[src/rtl/axislv2noc.sv]
// AXI4 read-only slave that turns CPU read bursts into NoC coherence-request packets
// and streams the memory tile's response flits back onto the AXI R channel.
module axislv2noc #(
   parameter logic [4:0] MSG_AXI_RD = 5'b00100,
   parameter int         MAX_LEN    = 256
) (
   input  logic        ACLK,
   input  logic        ARESET,
   input  logic [2:0]  local_y,
   input  logic [2:0]  local_x,
   input  logic [2:0]  dst_y,
   input  logic [2:0]  dst_x,
   input  logic        AR_ID,
   input  logic        AR_VALID,
   output logic        AR_READY,
   input  logic [31:0] AR_ADDR,
   input  logic [7:0]  AR_LEN,
   input  logic [2:0]  AR_SIZE,
   input  logic [1:0]  AR_BURST,
   input  logic [2:0]  AR_PROT,
   output logic        R_ID,
   output logic        R_VALID,
   input  logic        R_READY,
   output logic [31:0] R_DATA,
   output logic [1:0]  R_RESP,
   output logic        R_LAST,
   output logic        coherence_req_wrreq,
   output logic [33:0] coherence_req_data_in,
   input  logic        coherence_req_full,
   output logic        coherence_rsp_rcv_rdreq,
   input  logic [33:0] coherence_rsp_rcv_data_out,
   input  logic        coherence_rsp_rcv_empty
);

   localparam int         BEAT_W   = $clog2(MAX_LEN);
   localparam logic [1:0] PRE_HDR  = 2'b10;
   localparam logic [1:0] PRE_BODY = 2'b00;
   localparam logic [1:0] PRE_TAIL = 2'b01;
   localparam logic [1:0] RESP_OK  = 2'b00;
   localparam logic [1:0] RESP_ERR = 2'b10;

   typedef enum logic [2:0] {
      IDLE,
      SEND_HEADER,
      SEND_ADDRESS,
      SEND_LENGTH,
      WAIT_HEADER,
      RETURN_DATA,
      ERR_RESP
   } state_t;

   state_t state, next_state;

   logic              id_q;
   logic [31:0]       addr_q;
   logic [BEAT_W-1:0] len_q;
   logic [2:0]        prot_q;
   logic [BEAT_W-1:0] beat;

   logic              ar_err;
   logic              last_beat;
   logic [1:0]        rsp_pre;
   logic [7:0]        len_field;
   logic [33:0]       header_flit;

   // Only INCR bursts of up to 32-bit beats can be serviced by the memory tile.
   assign ar_err    = (AR_BURST != 2'b01) || (AR_SIZE > 3'd2);
   assign last_beat = (beat == len_q);
   assign rsp_pre   = coherence_rsp_rcv_data_out[33:32];
   // A 256-beat burst wraps to 8'h00 in the length field; the memory tile decodes it that way.
   assign len_field = 8'(len_q) + 8'd1;
   assign header_flit = {PRE_HDR, local_y, local_x, dst_y, dst_x, MSG_AXI_RD,
                         5'b00000, prot_q, 7'b0000000};

   always_ff @(posedge ACLK or posedge ARESET) begin
      if (ARESET) begin
         state  <= IDLE;
         id_q   <= 1'b0;
         addr_q <= '0;
         len_q  <= '0;
         prot_q <= '0;
         beat   <= '0;
      end else begin
         state <= next_state;
         if (state == IDLE && AR_VALID) begin
            id_q   <= AR_ID;
            addr_q <= AR_ADDR;
            len_q  <= AR_LEN[BEAT_W-1:0];
            prot_q <= AR_PROT;
            beat   <= '0;
         end else if (state == WAIT_HEADER) begin
            beat <= '0;
         end else if ((state == RETURN_DATA && coherence_rsp_rcv_rdreq) ||
                      (state == ERR_RESP && R_READY)) begin
            beat <= beat + BEAT_W'(1);
         end
      end
   end

   always_comb begin
      next_state              = state;
      AR_READY                = 1'b0;
      R_ID                    = 1'b0;
      R_VALID                 = 1'b0;
      R_DATA                  = '0;
      R_RESP                  = RESP_OK;
      R_LAST                  = 1'b0;
      coherence_req_wrreq     = 1'b0;
      coherence_req_data_in   = '0;
      coherence_rsp_rcv_rdreq = 1'b0;
      case (state)
         IDLE: begin
            AR_READY = 1'b1;
            if (AR_VALID) next_state = ar_err ? ERR_RESP : SEND_HEADER;
         end
         SEND_HEADER: begin
            coherence_req_wrreq   = !coherence_req_full;
            coherence_req_data_in = header_flit;
            if (!coherence_req_full) next_state = SEND_ADDRESS;
         end
         SEND_ADDRESS: begin
            coherence_req_wrreq   = !coherence_req_full;
            coherence_req_data_in = {PRE_BODY, addr_q};
            if (!coherence_req_full) next_state = SEND_LENGTH;
         end
         SEND_LENGTH: begin
            coherence_req_wrreq   = !coherence_req_full;
            coherence_req_data_in = {PRE_TAIL, 24'h000000, len_field};
            if (!coherence_req_full) next_state = WAIT_HEADER;
         end
         WAIT_HEADER: begin
            // Anything ahead of a header is left over from an aborted transfer and is dropped.
            coherence_rsp_rcv_rdreq = !coherence_rsp_rcv_empty;
            if (!coherence_rsp_rcv_empty && rsp_pre == PRE_HDR) next_state = RETURN_DATA;
         end
         RETURN_DATA: begin
            R_VALID = !coherence_rsp_rcv_empty;
            R_DATA  = coherence_rsp_rcv_data_out[31:0];
            R_ID    = id_q;
            R_LAST  = last_beat;
            if (last_beat ? (rsp_pre != PRE_TAIL) : (rsp_pre == PRE_TAIL)) R_RESP = RESP_ERR;
            coherence_rsp_rcv_rdreq = !coherence_rsp_rcv_empty && R_READY;
            if (coherence_rsp_rcv_rdreq) begin
               if (last_beat)                  next_state = IDLE;
               else if (rsp_pre == PRE_TAIL)   next_state = ERR_RESP;
            end
         end
         ERR_RESP: begin
            R_VALID = 1'b1;
            R_ID    = id_q;
            R_RESP  = RESP_ERR;
            R_LAST  = last_beat;
            if (R_READY && last_beat) next_state = IDLE;
         end
         default: next_state = IDLE;
      endcase
   end

endmodule

[config.mk]
export PLATFORM = sky130hd
export DESIGN_NAME = axislv2noc
export DESIGN_NICKNAME = d
export VERILOG_FILES = /design/src/rtl/axislv2noc.sv
export SDC_FILE = /design/constraint.sdc
export NUM_CORES = 1
export LEC_CHECK = 0
export CAP_MARGIN = 10
export CORE_MARGIN = 1
export CORE_UTILIZATION = 42
export CTS_CLUSTER_DIAMETER = 80
export DETAILED_ROUTE_END_ITERATION = 7
export PLACE_DENSITY = 0.87
export SYNTH_ARGS = -nofsm -noshare
export SYNTH_HDL_FRONTEND = slang
export SYNTH_SLANG_ARGS = --single-unit
[constraint.sdc]
create_clock -name ACLK -period 4.2 [get_ports ACLK]
set_input_delay 0.63 -clock ACLK [delete_from_list [all_inputs] [get_ports ACLK]]
set_output_delay 0.63 -clock ACLK [all_outputs]
set_load 0.03 [all_outputs]
==> results of run 1 <==
worst max-delay path: cells and delay by family (launching register included):
family / cells / cell delay [ns]
buffers and inverters: 1 / 0.72
and+or+nand+nor: 2 / 0.71
DFF: 1 / 0.64
AOI/OAI and AO/OA: 1 / 0.32
sequential cells by signal, indices dropped and copies added, names as in the netlist:
signal,count
addr_q,32
beat,8
id_q,1
len_q,8
prot_q,3
state,3
through the flow:
step	cells	hold WS [ns]	worst slack, ns	utilization (%)	cell area [sq um]
2_1_floorplan	300	0.4727	1.580	-	3120
3_3_place_gp	556	0.4813	1.273	68.18	4918
3_5_place_dp	556	0.4889	1.236	68.18	4918
4_1_cts	564	0.5122	0.8810	69.49	5014
5_1_grt	564	0.5209	0.6830	69.49	5014
6_report	564	0.5062	0.8730	69.49	5014
Yosys cell counts (2+ instances only):
| cell | count | area share (%) |
|---|---|---|
| and3_1 | 11 | 2.2 |
| and2_1 | 34 | 6.8 |
| o211ai_1 | 2 | 0.48 |
| nor3_1 | 7 | 1.1 |
| clkbuf_1 | 9 | 1.1 |
| a22o_1 | 15 | 4.2 |
| nand2b_1 | 2 | 0.40 |
| inv_1 | 8 | 0.96 |
| nor4_1 | 3 | 0.60 |
| xor2_1 | 10 | 2.8 |
| or3_1 | 3 | 0.60 |
| o21ai_0 | 15 | 2.4 |
| a21oi_1 | 4 | 0.64 |
| a211oi_1 | 2 | 0.48 |
| xnor2_1 | 9 | 2.5 |
| ha_1 | 2 | 0.80 |
| buf_2 | 9 | 1.4 |
| nand2_1 | 16 | 1.9 |
| nor2_1 | 11 | 1.3 |
| dfrtp_1 | 55 | 44 |
| o21a_1 | 2 | 0.48 |
| nand3_1 | 7 | 1.1 |
| mux2_2 | 45 | 16 |
| a22oi_1 | 2 | 0.48 |
kinds of logic (layout without fill, tap and decap cells):
group           count (synthesis)  after routing
xor+xnor                       19             19
simple gates                  101            101
compound gates                 50             50
mux                            45             45
flops                          55             55
fa+ha+maj                       2              2
other cells                     1              1
buf+inv                        27            192
final cells by class:
class | count | area share (%)
Sequential cell | 55 | 27.45
Inverter | 8 | 0.5990
Clock inverter | 1 | 0.1747
Multi-Input combinational cell | 218 | 32.59
Tap cell | 99 | 2.471
Clock buffer | 7 | 1.722
Timing Repair Buffer | 176 | 34.99
routing by layer:
metal | track usage (%) | vias up
li1 | - | 1381
met3 | 7.069 | 14
met4 | 7.185 | 0
met2 | 39.65 | 136
met5 | 0 | -
met1 | 26.13 | 1363
how the worst max path moves through the flow:
stage	from	endpoint	slack, ns	cells past startpoint
6_report	state[1]	R_ID	0.87	4
5_1_grt	state[1]	R_ID	0.68	4
4_1_cts	state[0]	R_DATA[13]	0.88	3
3_5_place_dp	state[0]	R_DATA[13]	1.24	3
3_3_place_gp	coherence_rsp_rcv_data_out[33]	R_RESP[1]	1.27	5
2_1_floorplan	state[0]	coherence_req_data_in[25]	1.58	6
power groups by stage:
| stage | Clock, mW | Sequential [mW] | Combinational, mW |
|---|---|---|---|
| finish | 0.306 | 0.979 | 1.63 |
| global route | 0.334 | 1.02 | 1.75 |
| CTS | 0.313 | 0.977 | 1.64 |
| detailed placement | 0 | 0.990 | 1.63 |
| global placement | 0 | 0.972 | 1.59 |
| floorplan | 0 | 0.889 | 1.13 |
==> reports/qor.yml, run 1 <==
synth_edf_count: 0
place.port_buffers: 173
cts-buffers-inserted: 5
clock_sinks: 55
hold_start: "addr_q[16]"
mostFrequentLayoutCell: "clkdlybuf4s50_1"
relSlewSlack_pct: 29.84
grt_use_total_pct: 22.56
ioPinCount: 175
path_max_fanout: 15
end_kind: "output pin"
synth_cell_types: 41
seq_area_frac_synth_pct: 44.11
pwr-share-clk_pct: 10.5
holdBufCountCts: 0
multi_input_area_sq_um: 1634
dr.pass1.iters: 4
switching_share_pct: 42.09
num_antenna_cells: 0
startpoint_type: "flop"
synth_top_family_by_area: "simple AND/OR/NAND/NOR gates"
synth_nets: 403
max_slew.worst_pin.slew_ns: 1.052
synth_compound_area_share_pct: 11.75
routabilityCongestion: 0.8467
fillers: 555
drc: 0
synthXorXnorAreaFrac_pct: 5.333
p_leak_nw: 2.046
clk_latency_ns: 0.31
initial_utilization_pct: 43.25
syn-cell-area_sq_um: 3120
tns_ns: 0
p_total_mw: 2.917
maxCapViolCount: 0
synthAdderAreaFrac_pct: 0.8019
p_switching_mw: 1.228
core-area_sq_um: 7214
cts_resized: 0
seq_area_sq_um: 1376
path_class: "reg2out"
ir_worst_vdd_mv: 0.3845
die_w_microns: 88.20
drt-total-wl_microns: 8816
rsz0062_at_grt: "no"
dieArea_sq_um: 7778
syn-instance-count: 300
wl_met1_microns: 3461
p_int_mw: 1.689
htree_levels: 2
grt_pass1_wl_microns: 13380
path_cells: "nor2b_2, nand2_1, a21boi_0, clkdlybuf4s50_1"
rows: 31
finalMaxSlewViolations: 0
p_per_area_nw_per_um2: 581.8
layout-drive-gt1-share_pct: 13.33
min_period_ns: 3.327
final_cell_mix: "173 x clkdlybuf4s50_1, 55 x dfrtp_1, 45 x mux2_2"
avgViaCountPerCell: 5.131
r2r_slack_ns: 1.68
synth_area_per_cell_sq_um: 10.40
grt_pass1_vias: 2748
num_vias: 2894
synthMuxAreaShare_pct: 16.24
post-route-period-util_pct: 79.22
synth-simple-area-share_pct: 17.92
cp_slowest_cell: "clkdlybuf4s50_1"
top_layer: "met4"
ff2ff_path_depth: 5
required_ns: 3.57
drtAntennaViolNets: 0
wire_per_inst_microns: 15.63
grt_antenna_before_repair: 0
arrival_ns: 2.70
drtIter0Drc: 92
ys_seq_elements: 55
die_y_microns: 88.20
p_seq_share_pct: 33.6
clkTransAtPathRegs_ns: 0.10
r2r-end: "state[1]"
cts_root_buffer: "clkbuf_8"
cts_tree: "yes"
grt_max_degree: 45
met2_length_microns: 4347
cpPeakStageDelay_ns: 0.72
hold_depth: 1
hpwl_microns: 6728
area_growth_pct: 60.67
overflow: 0
wl_met3_microns: 850
synth-async-reset-ratio_pct: 100.0
finalClockSkew_ns: 0.005952
clock_path_buffers: 2
whs_endpoint: "addr_q[16]"
yosys_warnings: 0
r2r_start: "state[0]"
timing.fmax_mhz: 300.6
cts_setup_buffers: 0
hold_path.class: "reg2reg"
finalNetCount: 567
ys.flop_type: "dfrtp_1"
setup_viol: 0
finalHoldViolations: 0
pwr-share-comb_pct: 55.9
status: "complete, no violations"
(Power assumes the default switching activity.)
==> run 2, diff against run 1 <==
- CORE_UTILIZATION: 42 -> 35
- PLACE_DENSITY: 0.87 -> 0.77
- clock period: 4.2 -> 2.8 ns (I/O delays scaled with it)
==> run 2 against run 1 <==
Compared with the run above: sequential share of layout area down 0.27 points; clock power rose by 48%; final cell count is 3.0% higher; flip-flop and latch count is the same; combinational power up 53%; wire length is 3.9% higher; sequential power increased by 49%; count of clock-buffer cells in the layout decreased by 2; power rose by 51%.
==> reports/qor.yml, run 2 (synthesis results as in run 1) <==
p_per_area_nw_per_um2: 870.4  # was 581.8 nW/um^2
area_growth_pct: 62.55  # was 60.67%
cts_tree: "yes"  # unchanged
clock_sinks: 55  # unchanged
maxCapViolCount: 0  # unchanged
rsz0062_at_grt: "no"  # unchanged
relSlewSlack_pct: 58.99  # was 29.84%
largest_reg_flops: 32  # unchanged
finalNetCount: 575  # was 567
htree_levels: 2  # unchanged
initial_utilization_pct: 35.96  # was 43.25%
drtAntennaViolNets: 0  # unchanged
overflow: 0  # unchanged
grt_max_degree: 33  # was 45
ir_worst_vdd_mv: 0.5116  # was 0.3845 mV
max_slew.worst_pin.slew_ns: 0.6143  # was 1.052 ns
tns_ns: 0  # unchanged
routabilityCongestion: 0.8831  # was 0.8467
hold_path.class: "in2async"  # was reg2reg
final_cell_mix: "152 x clkdlybuf4s50_1, 53 x dfrtp_1, 45 x mux2_2"  # was 173 x clkdlybuf4s50_1, 55 x dfrtp_1, 45 x mux2_2
clk_latency_ns: 0.30  # was 0.31 ns
avgViaCountPerCell: 5.105  # was 5.131
hpwl_microns: 7145  # was 6728 microns
holdBufCountCts: 0  # unchanged
top_register: "addr_q"  # unchanged
drt-total-wl_microns: 9160  # was 8816 microns
arrival_ns: 2.23  # was 2.70 ns
num_vias: 2966  # was 2894
setup_viol: 0  # unchanged
cts-buffers-inserted: 5  # unchanged
clock_path_buffers: 2  # unchanged
p_leak_nw: 2.143  # was 2.046 nW
crit_top_cell: "buf_4"
dr.pass1.iters: 4  # unchanged
path_cells: "buf_4, nor3_2, buf_4, nand2_1, o21ai_0, clkdlybuf4s50_1"  # was nor2b_2, nand2_1, a21boi_0, clkdlybuf4s50_1
end_kind: "output pin"  # unchanged
core-area_sq_um: 8678  # was 7214 sq um
mostFrequentLayoutCell: "clkdlybuf4s50_1"  # unchanged
post-route-period-util_pct: 94.77
top_regs: "addr_q: 32 flops, beat: 8 flops, len_q: 8 flops"  # unchanged
cts_setup_buffers: 0  # unchanged
layout-drive-gt1-share_pct: 19.87  # was 13.33%
startpoint_type: "flop"  # unchanged
p_switching_mw: 1.880  # was 1.228 mW
switching_share_pct: 42.58  # was 42.09%
drtIter0Drc: 65  # was 92
drc: 0  # unchanged
die_w_microns: 96.42  # was 88.20 microns
finalHoldViolations: 0  # unchanged
timing.fmax_mhz: 376.8
finalMaxSlewViolations: 0  # unchanged
place.port_buffers: 173  # unchanged
path_max_fanout: 11  # was 15
min_period_ns: 2.654
required_ns: 2.38  # was 3.57 ns
path_class: "reg2out"  # unchanged
cts_root_buffer: "clkbuf_8"  # unchanged
die_y_microns: 96.42  # was 88.20 microns
rows: 34  # was 31
cp_slowest_cell: "clkdlybuf4s50_1"  # unchanged
grt_pass1_vias: 2886  # was 2748
num_antenna_cells: 0  # unchanged
clkTransAtPathRegs_ns: 0.11  # was 0.10 ns
grt_antenna_before_repair: 0  # unchanged
stdcell_count: 581  # was 564
finalClockSkew_ns: 0.004090  # was 0.005952 ns
cpPeakStageDelay_ns: 0.71  # was 0.72 ns
grt_use_total_pct: 19.24  # was 22.56%
status: "complete, no violations"  # unchanged
grt_pass1_wl_microns: 13650  # was 13380 microns
wire_per_inst_microns: 15.77  # was 15.63 microns
p_seq_share_pct: 33.1  # was 33.6%
ioPinCount: 175  # unchanged
pwr-share-comb_pct: 56.6  # was 55.9%
pwr-share-clk_pct: 10.3  # was 10.5%
dp_cells: 573  # was 556
p_int_mw: 2.535  # was 1.689 mW
dieArea_sq_um: 9297  # was 7778 sq um
-- run 2: critical path: cells and delay by family (launching register included) --
kind,cells,cell delay (ns)
flip-flops,1,0.51
AO/OA/AOI/OAI,1,0.08
buffers and inverters,3,1.11
AND/OR/NAND/NOR,2,0.23
-- run 2: layout make-up --
type,instances,area [sq um]
multi-input combinational,218,1645
timing repair buffer,184,1790
inverter,8,30.03
clock inverter,3,23.77
fill,727,3606
clock buffer,5,68.82
tap,108,135.1
sequential,55,1379
-- run 2: worst paths after layout --
check	startpoint	endpoint	slack [ns]	cells after the start
worst max-delay path	state[2]	coherence_req_data_in[3]	0.15	6
worst min-delay path	ARESET	addr_q[1]	0.49	2
worst max register to register	state[1]	beat[7]	0.76	6
worst min register to register	addr_q[16]	addr_q[16]	0.51	1
max in group asynchronous	ARESET	addr_q[23]	1.73	3
min in group ACLK	addr_q[16]	addr_q[16]	0.51	1
-- run 2: timing repair --
item | 4_1_cts | 5_1_grt
endpoints found under the hold margin | 0 | 0
gates resized for setup | 2 | 8
setup endpoints to repair | 2 | 37
-- run 2: metrics by stage --
stage | worst slack (ns) | cell area (sq um) | power, mW | hold slack [ns] | util (%)
2_1_floorplan | 0.3899 | 3120 | 3.031 | 0.4727 | -
6_report | 0.1464 | 5072 | 4.415 | 0.4926 | 58.45
3_5_place_dp | 0.1979 | 4970 | 3.973 | 0.4944 | 57.27
3_3_place_gp | 0.2545 | 4970 | 3.911 | 0.4831 | 57.27
5_1_grt | 0.02358 | 5072 | 4.723 | 0.5314 | 58.45
4_1_cts | 0.02920 | 5060 | 4.426 | 0.5054 | 58.30
-- run 2: per-layer routing --
metal | vias to the layer above | global-route usage, % | part of all wire [%] | wire length (microns)
met5 | - | 0 | 0 | 0
met4 | 0 | 6.005 | 2.2 | 204
met3 | 15 | 4.695 | 8.9 | 813
met2 | 148 | 35.28 | 51 | 4682
met1 | 1405 | 21.94 | 38 | 3459
li1 | 1398 | - | - | -
-- run 2: power groups by stage --
stage,combinational (mW),clock [mW],sequential [mW]
2_1_floorplan,1.70,0,1.33
3_3_place_gp,2.47,0,1.44
3_5_place_dp,2.50,0,1.47
4_1_cts,2.51,0.468,1.45
5_1_grt,2.70,0.511,1.51
6_report,2.50,0.454,1.46
==> edit (config.mk and constraints of run 1) <==
Reset style: synchronous (`ARESET`), changed in one clocked block.
--- a/src/rtl/axislv2noc.sv
+++ b/src/rtl/axislv2noc.sv
@@ -72,7 +72,7 @@
    assign header_flit = {PRE_HDR, local_y, local_x, dst_y, dst_x, MSG_AXI_RD,
                          5'b00000, prot_q, 7'b0000000};
 
-   always_ff @(posedge ACLK or posedge ARESET) begin
+   always_ff @(posedge ACLK) begin
       if (ARESET) begin
          state  <= IDLE;
          id_q   <= 1'b0;
Behaviour: differs if ARESET is asserted again (counterexample within 4 cycles, from zero or initial values and one cycle with ARESET high); with ARESET held inactive, the same outputs for 10 cycles.
==> edit against run 1 <==
Worst setup slack worse by 0.29 ns. Wire length rose by 8.1%. Design area decreased by 3.7%. Area after synthesis fell by 3.6%. Synthesized cell count rose by 35%. Combinational power shrank 25%. Worst hold slack lost 0.050 ns. Sequential cell count is the same. Count of clock-buffer cells in the layout shrank 1. Final cell count grew 16%. Total power is 23% lower. Sequential power decreased by 27%. Global-route usage increased by 2.1 points. Critical path type unchanged.
==> edit: results (changes against run 1) <==
| Metric | Value |
|---|---|
| Vias in the first global route | `3110 (was 2748)` |
| Hold Path Class | `register to register (unchanged)` |
| Drt first-iter violations | `135 (was 92)` |
| R2r worst-path depth | `6 (was 5)` |
| Synth unique cells | `46 (was 41)` |
| End point of the critical path | `coherence_req_data_in[7] (was R_ID)` |
| DRT Wirelength | `9530 um (was 8820 um)` |
| Vias | `3379 (was 2894)` |
| Crit path DAT | `2.99 ns (was 2.70 ns)` |
| Adder-Cell Fraction of Synth Area | `0.00832 (was 0.00802)` |
| Outcome | `completed (unchanged)` |
| Register area share after synthesis | `0.366 (was 0.441)` |
| Largest net degree at the start of global routing | `48 (was 45)` |
| VDD IR max | `261 uV (was 385 uV)` |
| IO buf count | `173 (unchanged)` |
| Synth Area in Compound Gates | `0.196 (was 0.117)` |
| Post-Syn Nets | `508 (was 403)` |
| Max FO, Critical Path | `23 (was 15)` |
| Nets@finish | `659 (was 567)` |
| Reg2Reg Setup Slack | `2.04 ns (was 1.68 ns)` |
| Clock Skews | `0.0106 ns (was 0.00595 ns)` |
| Top cells by count, synth | `nand2_1 (105), dfxtp_1 (55), a21oi_1 (49), and3_1 (44), nor2_1 (17) (was dfrtp_1 (55), mux2_2 (45), and2_1 (34), nand2_1 (16))` |
| Reg2reg start | `state[1] (was state[0])` |
| RR Endpoint | `len_q[1] (was state[1])` |
| P_leak | `1.93 nW (was 2.05 nW)` |
| Final Wtd Congestion | `0.825 (was 0.847)` |
| Xor and xnor area share after synthesis | `0.0582 (was 0.0533)` |
| Mux share of post-synthesis cell area | `0.00333 (was 0.162)` |
| Fill cells | `562 (was 555)` |
| First-pass GRT wire length | `14700 um (was 13400 um)` |
| Pre-CTS WS | `0.951 ns (was 1.24 ns)` |
| Ratio of cells with drive above 1 in the final layout | `0.0395 (was 0.133)` |
| GRT Total Usage | `0.246 (was 0.226)` |
| Setup WS post-layout | `0.582 ns (was 0.873 ns)` |
==> edit: per-layer routing <==
metal  wire (um)  vias to the layer above  global-route usage
met5           0                        -                   0
met4         273                        0              0.0848
met3         699                       22              0.0467
met2        4860                      137               0.465
met1        3700                     1546               0.274
li1            -                     1674                   -
==> edit: final cells by class <==
type,count,area share
repair buffers,177,0.364
multi-input cells,312,0.359
flip-flops and latches,55,0.228
well taps,96,0.0249
clock buffers,6,0.0171
inverters,5,0.00389
clock inverters,2,0.00363
==> edit: where the power goes <==
group	total, mW	switching [mW]	internal, mW
Clock	0.320	0.181	0.139
Sequential	0.714	0.0899	0.624
Combinational	1.22	0.725	0.492
==> edit: critical path, cell delays in order (launching register included) <==
cell and delay (ns):
dfxtp_1 0.64, and2b_4 0.34, and2_1 0.73, a22oi_1 0.13, o21ai_1 0.14, clkdlybuf4s50_1 0.70
==> edit: logic make-up (layout without fill, tap and decap cells) <==
kind of cell / after synthesis / after routing
other: 1 / 1
flip-flops: 55 / 55
XOR/XNOR: 20 / 20
AO/OA/AOI/OAI: 92 / 92
buffers and inverters: 38 / 190
AND/OR/NAND/NOR: 196 / 196
multiplexers: 1 / 1
adder cells (fa/ha/maj): 2 / 2
==> edit: worst min path at each step <==
stage | end | slack, ns | cells after the start
final | addr_q[11] | 0.46 | 2
after global routing | addr_q[13] | 0.47 | 2
after CTS | addr_q[11] | 0.46 | 2
after detailed placement | addr_q[11] | 0.44 | 2
after global placement | addr_q[14] | 0.44 | 2
after floorplan | addr_q[10] | 0.43 | 2
==> edit: metrics by stage <==
stage / util / cells
after floorplan: - / 405
after global placement: 0.689 / 645
after detailed placement: 0.689 / 645
after CTS: 0.703 / 653
after global routing: 0.703 / 653
final: 0.703 / 653
